==> src/rtl/mem_bank_if.sv <==
// mem_bank_if: host request/response bundle for mem_bank
interface mem_bank_if #(
  parameter int WIDTH = 8,
  parameter int ADDR_W = 3
);
  logic sel, rw, clr, ready, busy, rdValid;
  logic [ADDR_W-1:0] addr;
  logic [WIDTH-1:0] wordIn, wordOut;
  modport master (output sel, rw, addr, wordIn, clr, input ready, busy, wordOut, rdValid);
  modport slave (input sel, rw, addr, wordIn, clr, output ready, busy, wordOut, rdValid);
endinterface

==> src/rtl/mem_bank.sv <==
// mem_bank: DEPTH x WIDTH synchronous memory with ready handshake, registered reads and clear sweep
module mem_bank #(
  parameter int WIDTH = 8,
  parameter int DEPTH = 8,
  parameter int ADDR_W = $clog2(DEPTH) < 1 ? 1 : $clog2(DEPTH),
  parameter logic [WIDTH-1:0] CLEAR_VAL = '0
) (
  input logic clk,
  input logic rst_n,
  mem_bank_if.slave bus
);
  typedef enum logic {CLEAR, IDLE} state_t;
  localparam logic [ADDR_W-1:0] LAST = ADDR_W'(DEPTH - 1);
  localparam logic [ADDR_W:0] DEPTH_L = (ADDR_W + 1)'(DEPTH);
  state_t state, state_nxt;
  logic [ADDR_W-1:0] ptr;
  logic [WIDTH-1:0] mem [DEPTH];
  logic acc, in_range;
  assign bus.ready = state == IDLE && !bus.clr;
  assign bus.busy = state == CLEAR;
  assign acc = bus.sel && bus.ready;
  assign in_range = {1'b0, bus.addr} < DEPTH_L;
  always_comb begin
    state_nxt = state;
    state_nxt = state == CLEAR ? (ptr == LAST ? IDLE : CLEAR) : (bus.clr ? CLEAR : IDLE);
  end
  always_ff @(posedge clk)
    if (!rst_n) begin
      state <= CLEAR;
      ptr <= '0;
      bus.wordOut <= '0;
      bus.rdValid <= 1'b0;
    end else begin
      state <= state_nxt;
      ptr <= bus.busy ? (ptr == LAST ? '0 : ptr + 1'b1) : '0;
      bus.rdValid <= acc && !bus.rw;
      if (acc && !bus.rw) bus.wordOut <= in_range ? mem[bus.addr] : '0;
    end
  // out-of-range addresses never reach the array: writes drop, reads return zero
  always_ff @(posedge clk)
    if (rst_n && bus.busy) mem[ptr] <= CLEAR_VAL;
    else if (acc && bus.rw && in_range) mem[bus.addr] <= bus.wordIn;
endmodule

==> src/flat_wrapper.sv <==
// flat-port wrapper written by rule: the top's interface ports become plain ports
module mem_bank_flat 
#(
  parameter int WIDTH = 8,
  parameter int DEPTH = 8,
  parameter int ADDR_W = $clog2(DEPTH) < 1 ? 1 : $clog2(DEPTH),
  parameter logic [WIDTH-1:0] CLEAR_VAL = '0
)
  (clk, rst_n, bus_sel, bus_rw, bus_addr, bus_wordIn, bus_clr, bus_ready, bus_busy, bus_wordOut, bus_rdValid);
  mem_bank_if #(.WIDTH(WIDTH), .ADDR_W(ADDR_W)) bus_i ();
  input logic clk;
  input logic rst_n;
  input wire logic [$bits(bus_i.sel)-1:0] bus_sel;
  input wire logic [$bits(bus_i.rw)-1:0] bus_rw;
  input wire logic [$bits(bus_i.addr)-1:0] bus_addr;
  input wire logic [$bits(bus_i.wordIn)-1:0] bus_wordIn;
  input wire logic [$bits(bus_i.clr)-1:0] bus_clr;
  output wire logic [$bits(bus_i.ready)-1:0] bus_ready;
  output wire logic [$bits(bus_i.busy)-1:0] bus_busy;
  output wire logic [$bits(bus_i.wordOut)-1:0] bus_wordOut;
  output wire logic [$bits(bus_i.rdValid)-1:0] bus_rdValid;
  assign bus_i.sel = bus_sel;
  assign bus_i.rw = bus_rw;
  assign bus_i.addr = bus_addr;
  assign bus_i.wordIn = bus_wordIn;
  assign bus_i.clr = bus_clr;
  assign bus_ready = bus_i.ready;
  assign bus_busy = bus_i.busy;
  assign bus_wordOut = bus_i.wordOut;
  assign bus_rdValid = bus_i.rdValid;
  mem_bank #(.WIDTH(WIDTH), .DEPTH(DEPTH), .ADDR_W(ADDR_W), .CLEAR_VAL(CLEAR_VAL)) u_core (.clk(clk), .rst_n(rst_n), .bus(bus_i));
endmodule
==> config.mk <==
export PLATFORM = sky130hd
export DESIGN_NAME = mem_bank_flat
export DESIGN_NICKNAME = d
export VERILOG_FILES = /design/src/rtl/mem_bank_if.sv /design/src/rtl/mem_bank.sv /design/src/flat_wrapper.sv
export SDC_FILE = /design/constraint.sdc
export NUM_CORES = 1
export LEC_CHECK = 0
export CELL_PAD_IN_SITES_DETAIL_PLACEMENT = 1
export CELL_PAD_IN_SITES_GLOBAL_PLACEMENT = 2
export CORE_MARGIN = 10
export CORE_UTILIZATION = 40
export DETAILED_ROUTE_END_ITERATION = 10
export PLACE_DENSITY = 0.74
export RECOVER_POWER = 100
export SLEW_MARGIN = 15
export SYNTH_ARGS = -nofsm -noshare
export SYNTH_HDL_FRONTEND = slang
export SYNTH_SLANG_ARGS = --single-unit
export TNS_END_PERCENT = 10
==> constraint.sdc <==
create_clock -name clk -period 4.6 [get_ports clk]
set_input_delay 0.69 -clock clk [delete_from_list [all_inputs] [get_ports clk]]
set_output_delay 0.69 -clock clk [all_outputs]
set_load 0.02 [all_outputs]
==> metrics.txt, run 1 <==
status finished clean; Syn Nets 224; cell chain of the critical path dlygate4sd3_1 > clkbuf_1 > nand3_1 > o21ai_0; LEAKAGE 1.27 nW; Synth Area in Adders 0.783%; vias in the first global route 1933; GRT Overall Usage 12.5%; initial antenna violation count 0; P per Cell Area 393 nW/um2; Die W 109 um; share of the synthesized area in the top cell type 60.2%; critical path required time 4.55 ns; RSZ-0062 raised after global routing false; CP Capture Type flop; TritonCTS clock tree yes; synthesized cell area 3190 um2; Non-Filler Instances 343; placed insts 327; CP delay by family, top buffers and inverters; simple-gate portion of the synthesized area 8.42%; GPL Wtd Cong 0.728; fraction of layout cells with a size suffix above 1 16.6%; Reg clk slew, reported paths 0.08 ns; synth unique cells 34; CP Class input port to flop; period utilization 73.9%; Final WS setup 1.20 ns; largest family of logic cells by synthesized area multiplexers; startpoint type of the worst setup path input port; post-place setup slack 1.27 ns; leading area contributor after synthesis edfxtp_1; synth warn 0; Post-CTS Setup Bufs 0; Worst VDD drop 0.171 mV; 1st-iter DRT viols 87; Mapped Cells 206; post-route cell area 3730 um2; Max Buffers Root-to-Sink 2; DR WL/cell 21.4 um; Sum Neg Setup Slack 0 ns; EDFF count, synth 64; # setup viols final 0; placed instance area 3520 um2; post-DP HPWL 4850 um; area grow syn2layout 16.9%; # clock sinks 77; drt total wl 7320 um; largest cells by area after synthesis edfxtp_1, mux2_2, dfxtp_1; Relative slew margins 21.5%; initial core utilization 41.1%; Ports 27; Ant. Diodes 0; Num CTS Buffers 9; ANT nets after route 0; Critical Path AT 3.35 ns; slowest stage cell, crit path dlygate4sd3_1; Max FO, Critical Path 20; CP max stage delay 1.13 ns; crit path buf inv count 2; async set-reset flop share out of synthesis 0%; Synth Area per Inst 15.5 um2; clock root cell clkbuf_8; vias per cell 5.40; Worst-Skew Late Latency 0.34 ns; total gr overflow 0; post_cts resized 0; site row count 32; PortBufs 26; largest net degree at the start of global routing 21; WHS 0.461 ns; Synth Area in Compound Gates 7.64%; Fin Clk Skew 0.00961 ns; final net count 254; DIE AREA 12000 um2; drt pass-1 iters 4; CORE AREA 7770 um2; Hold Buf Count CTS 0; Max-Cap Viols 0; post-synthesis xor/xnor area fraction 0%; Synth Register Bits 77; ys flop type edfxtp_1; Seq/Total Area, Yosys 68.3%; first-pass GRT wire length 11300 um; most frequent cell after synthesis edfxtp_1; Final Max Slew Viols 0; via count 1853; DRC Markers 0; Hold WC Path Type flop to flop; mux contribution to synthesized area 11.6%; die height 109 um; Tmin final 3.40 ns; CTS H-tree depth 3; Worst-Margin Slew 1.17 ns; fmax 294 MHz; Synth top cells by count edfxtp_1, mux2_2, o22ai_1; count of final hold-check violations 0
==> state kept, by name, summed over array words and instances (netlist names) <==
name and flops:
u_core.bus.rdValid 1, u_core.state 1, u_core.ptr 3, u_core.mem 64
u_core.bus.wordOut 8
==> worst paths after layout <==
path,depth (start not counted),slack [ns],from,endpoint
setup / recovery,4,1.20,bus_addr[0],u_core.mem[3][6]
hold / removal,1,0.46,u_core.ptr[0],u_core.ptr[0]
setup reg to reg,3,2.05,u_core.state,u_core.mem[3][6]
hold reg to reg,1,0.46,u_core.ptr[0],u_core.ptr[0]
==> routing by layer <==
layer	routed length [um]	GRT usage [%]	part of all wire, %
met5	0	0	0
met4	104	4.74	1.4
met1	3470	16.3	47
met2	3510	20.7	48
met3	233	1.87	3.2
==> per-stage QoR <==
stage	power, mW	utilization, %
3_5_place_dp	0.868	45.3
2_1_floorplan	0.838	-
3_3_place_gp	0.867	45.3
4_1_cts	1.48	48.3
6_report	1.47	48.1
5_1_grt	1.51	48.1
==> worst register-to-register path: stages, from the launching register on <==
cell	delay (ns)
dfxtp_1	0.42
and4b_1	0.66
a21oi_1	0.14
o21ai_0	0.94
==> final cells by class <==
| type | count | area (um2) |
|---|---|---|
| Clock inverter | 6 | 111 |
| Tap cell | 102 | 128 |
| Multi-Input combinational cell | 116 | 902 |
| Clock buffer | 10 | 128 |
| Fill cell | 792 | 4030 |
| Sequential cell | 77 | 2180 |
| Inverter | 2 | 7.51 |
| Timing Repair Buffer | 30 | 275 |
==> power by group <==
part	internal [mW]	switching, mW
registers	0.763	0.00689
clock network	0.361	0.257
logic	0.0362	0.0435
total	1.16	0.307
==> cell families (layout without fill, tap and decap cells) <==
| kind of cell | after synthesis | in the layout |
|---|---|---|
| AOI/OAI and AO/OA | 36 | 36 |
| adders and majority gates | 2 | 2 |
| buffers and inverters | 13 | 48 |
| DFF | 77 | 77 |
| muxes | 33 | 33 |
| and+or+nand+nor | 45 | 45 |
==> cells in the final DEF (no fill, tap or decap), drive strengths merged, types with 3 or more instances in the layout <==
cell and n:
clkdlybuf4s50 12, nand2 6, o31ai 8, edfxtp 64
dlygate4sd3 14, mux2 32, bufinv 3, dfxtp 13
clkbuf 14, nand2b 5, and2 10, nand3 10
o22ai 21, nor2b 7
No activity file was read; power rests on OpenSTA's default activity.
==> run 2: changes to the inputs <==
clock period = 3.2 ns   (was 4.6 ns; I/O delays follow)
==> run 2 against run 1 <==
Non-clock buffer count rose by 6. Via count fell by 0.27%. Highest routed layer unchanged. Combinational power rose by 48%. Largest cell class unchanged. Critical path type unchanged. Sequential share of layout area fell by 0.059 points. Cell area rose by 0.10%. Sequential cell count did not move. Routed wire length fell by 5.7%. Critical endpoint is now u_core.mem[3][2]. Global-route usage fell by 0.24 points. Setup slack got worse by 0.54 ns. Utilization barely moved. Die area did not move.
==> metrics.txt, run 2 (synthesis gave the netlist of run 1 again) <==
status finished clean; Reg clk slew, reported paths 0.07 ns; vias in the first global route 1971; biggest regs u_core.mem x64, u_core.bus.wordOut x8, u_core.ptr x3; total gr overflow 0; LEAKAGE 1.28 nW; DR WL/cell 19.8 um; Ports 27; Comb power frac 6.0%; startpoint type of the worst setup path input port; Die W 109 um; Critical Path AT 2.52 ns; Relative slew margins 59.0%; Max FO, Critical Path 11; post-DP HPWL 4670 um; most frequent cells in the layout edfxtp_1, mux2_2, o22ai_1; Worst-Margin Slew 0.615 ns; Pint 1.56 mW; DIE AREA 12000 um2; via count 1848; CTS H-tree depth 3; final net count 260; PortBufs 26; Seq pwr share 56.2%; clock root cell clkbuf_8; critical path required time 3.18 ns; 1st-iter DRT viols 130; P_sw 0.410 mW; GPL Wtd Cong 0.723; Final Max Slew Viols 0; initial antenna violation count 0; Non-Filler Instances 349; Post-CTS Setup Bufs 0; post-route cell area 3740 um2; Hold Buf Count CTS 0; Max-Cap Viols 0; drt total wl 6910 um; drt pass-1 iters 4; Ant. Diodes 0; RSZ-0062 raised after global routing false; Tmin final 2.54 ns; Num CTS Buffers 9; site row count 32; DRC Markers 0; GRT Overall Usage 12.3%; post_cts resized 0; switching portion of total power 20.9%; count of final hold-check violations 0; fraction of layout cells with a size suffix above 1 18.2%; CP Capture Type flop; Sequential Area 2180 um2; placed instance area 3560 um2; multi-input logic area 902 um2; Clock power frac 37.7%; initial core utilization 41.1%; # setup viols final 0; Fin Clk Skew 0.00999 ns; first-pass GRT wire length 10900 um; fmax 394 MHz; Layout fillers 797; largest net degree at the start of global routing 38; P per Cell Area 527 nW/um2; vias per cell 5.30; die height 109 um; commonest non-fill, non-tap cell in the layout edfxtp_1; Sum Neg Setup Slack 0 ns; period utilization 79.4%; final core utilization 48.1%; Worst-Skew Late Latency 0.34 ns; max reg flops 64; TritonCTS clock tree yes; largest register by flop count u_core.mem; Hold WC Path Type flop to flop; area grow syn2layout 17.0%; Max Buffers Root-to-Sink 2; WHS 0.471 ns; Worst VDD drop 0.200 mV; placed insts 333; CP Class input port to flop; # clock sinks 77; CORE AREA 7770 um2; ANT nets after route 0
run 2: changes by cell type in the layout (fill, tap and decap cells not counted), moves of 2 or more:
cell / delta
buf_4: +4
clkbuf_1: +3
bufinv_16: -2
clkbuf_8: +2
mux2_1: -2
mux2_2: +2
run 2: cell type report:
cell class	count	share of cell area [%]
Clock inverter	3	1.24
Sequential cell	77	58.4
Clock buffer	13	4.25
Inverter	2	0.201
Tap cell	102	3.41
Multi-Input combinational cell	116	24.1
Timing Repair Buffer	36	8.37
run 2: worst max-delay path, cell delays in order:
cell and delay (ns):
dlygate4sd3_1 0.52, clkbuf_1 0.43, nor2b_1 0.27, nand2_1 0.16
o21ai_0 0.17, clkbuf_1 0.48
run 2: metal layers:
layer / GRT usage, % / up-vias / wire length (um)
li1: - / 874 / -
met1: 15.8 / 939 / 3290
met2: 19.8 / 25 / 3300
met3: 2.17 / 10 / 176
met4: 5.86 / 0 / 140
met5: 0 / - / 0
run 2: power by group through the flow:
| stage | combinational [mW] | clock (mW) | sequential [mW] |
|---|---|---|---|
| after CTS | 0.123 | 0.759 | 1.11 |
| after global placement | 0.121 | 0 | 1.13 |
| final | 0.118 | 0.743 | 1.11 |
| after global routing | 0.129 | 0.806 | 1.11 |
| after detailed placement | 0.122 | 0 | 1.13 |
| after floorplan | 0.0787 | 0 | 1.13 |
run 2: final timing paths:
path / endpoint / start / slack [ns] / cells after the start
worst max-delay path: u_core.mem[3][2] / rst_n / 0.66 / 6
worst min-delay path: u_core.bus.wordOut[7] / u_core.bus.wordOut[7] / 0.47 / 2
worst max register to register: u_core.mem[3][2] / u_core.state / 0.98 / 4
worst min register to register: u_core.bus.wordOut[7] / u_core.bus.wordOut[7] / 0.47 / 2
run 2: through the flow:
| stage | power, mW | worst slack (ns) |
|---|---|---|
| after floorplan | 1.21 | 1.27 |
| after global placement | 1.25 | 0.712 |
| after detailed placement | 1.25 | 0.682 |
| after CTS | 1.99 | 0.916 |
| after global routing | 2.05 | 0.444 |
| final | 1.97 | 0.659 |
==> run 3: changes to the inputs <==
CORE_UTILIZATION = 37   (was 40)
PLACE_DENSITY = 0.72   (was 0.74)
clock period = 2.1 ns   (was 3.2 ns; I/O delays follow)
==> run 3 against run 2 <==
Setup slack got worse by 0.48 ns. Sequential share of layout area is 1.4 points lower. First-iteration DRC count shrank 35%. Via count increased by 1.3%. Clock skew rose by 0.0075 ns. Utilization shrank 2.0 points. Routed wire length grew 1.7%. Total power grew 60%. Worst hold slack barely moved. Sequential power rose by 52%. Non-clock buffer count grew 7. Largest cell class unchanged. Largest power group unchanged.
==> metrics.txt, run 3 (synthesis gave the netlist of run 1 again) <==
status finished clean; DRC Markers 0; placed insts 343; DIE AREA 12700 um2; vias in the first global route 1937; Hold WC Path Type flop to flop; Layout fillers 832; Max Buffers Root-to-Sink 2; largest net degree at the start of global routing 28; commonest non-fill, non-tap cell in the layout edfxtp_1; CP Capture Type primary output; clock root cell clkbuf_8; drt pass-1 iters 4; initial core utilization 38.5%; multi-input logic area 901 um2; GPL Wtd Cong 0.748; Final Max Slew Viols 0; die height 113 um; area grow syn2layout 19.9%; TritonCTS clock tree yes; count of final hold-check violations 0; Critical Path AT 1.61 ns; biggest regs u_core.mem x64, u_core.bus.wordOut x8, u_core.ptr x3; post-DP HPWL 4820 um; first-pass GRT wire length 11100 um; final net count 267; CORE AREA 8300 um2; fraction of layout cells with a size suffix above 1 22.8%; critical path required time 1.78 ns; largest register by flop count u_core.mem; LEAKAGE 1.35 nW; DR WL/cell 19.6 um; PortBufs 26; P per Cell Area 823 nW/um2; post-route cell area 3830 um2; Worst-Margin Slew 0.525 ns; Final WS setup 0.177 ns; # setup viols final 0; flop-to-flop setup slack 0.26 ns; Max-Cap Viols 0; via count 1872; initial antenna violation count 0; Post-CTS Setup Bufs 0; Hold Buf Count CTS 0; Relative slew margins 64.8%; Non-Filler Instances 359; Sequential Area 2180 um2; max reg flops 64; Worst-Skew Late Latency 0.36 ns; RSZ-0062 raised after global routing false; Sum Neg Setup Slack 0 ns; Reg clk slew, reported paths 0.08 ns; Max FO, Critical Path 3; # clock sinks 77; Ports 27; total gr overflow 0; post-place setup slack 0.0556 ns; placed instance area 3630 um2; Ant. Diodes 0; post_cts resized 0; most frequent cells in the layout edfxtp_1, mux2_2, o22ai_1; startpoint type of the worst setup path input port; fmax 520 MHz; site row count 33; Num CTS Buffers 9; Tmin final 1.92 ns; CTS H-tree depth 3; drt total wl 7020 um; vias per cell 5.21; period utilization 91.6%; GRT Overall Usage 11.3%; CP Class input port to primary output; Die W 113 um; ANT nets after route 0; Worst VDD drop 0.421 mV; 1st-iter DRT viols 85; Fin Clk Skew 0.0175 ns
-- run 3: cell types whose count changed in the layout (fill, tap and decap cells not counted), sizes merged --
cell and delta:
clkdlybuf4s50 +3, clkbuf -2, bufinv +1, dlygate4sd3 -3, clkinv +2, buf +5, inv +2, clkinvlp -1
-- run 3: final timing paths --
| kind | startpoint | end | depth (start not counted) |
|---|---|---|---|
| min reg2reg | u_core.bus.wordOut[4] | u_core.bus.wordOut[4] | 2 |
| max reg2reg | u_core.state | u_core.mem[3][7] | 4 |
| max | bus_clr | bus_ready | 3 |
| min | u_core.bus.wordOut[4] | u_core.bus.wordOut[4] | 2 |
-- run 3: metal layers --
layer / vias up / track usage (%) / wire length (um) / share of wire, %
met1: 928 / 14.9 / 3370 / 48
met2: 42 / 17.1 / 3220 / 46
met3: 14 / 2.27 / 267 / 3.8
met4: 0 / 6.09 / 155 / 2.2
met5: - / 0 / 0 / 0
li1: 888 / - / - / -
-- run 3: cell type report --
cell class	count	share of cell area, %
clock buffers	9	3.23
clock inverters	7	2.78
inverters	2	0.196
multi-input cells	116	23.5
flip-flops and latches	77	57.0
well taps	105	3.43
repair buffers	43	9.90
-- run 3: where the power goes --
part	switching [mW]	internal [mW]
registers	0.0148	1.67
logic	0.0970	0.0947
clock network	0.587	0.687
-- run 3: worst max-delay path, cell delays in order --
cell	delay (ns)
clkdlybuf4s50_1	0.42
and2b_1	0.25
clkdlybuf4s50_1	0.62
-- run 3: through the flow --
step / hold slack (ns) / power (mW) / utilization (%)
after global routing: 0.502 / 3.27 / 46.2
after floorplan: 0.432 / 1.84 / -
after CTS: 0.479 / 3.18 / 46.5
after detailed placement: 0.467 / 1.92 / 43.7
after global placement: 0.459 / 1.91 / 43.7
final: 0.471 / 3.15 / 46.2
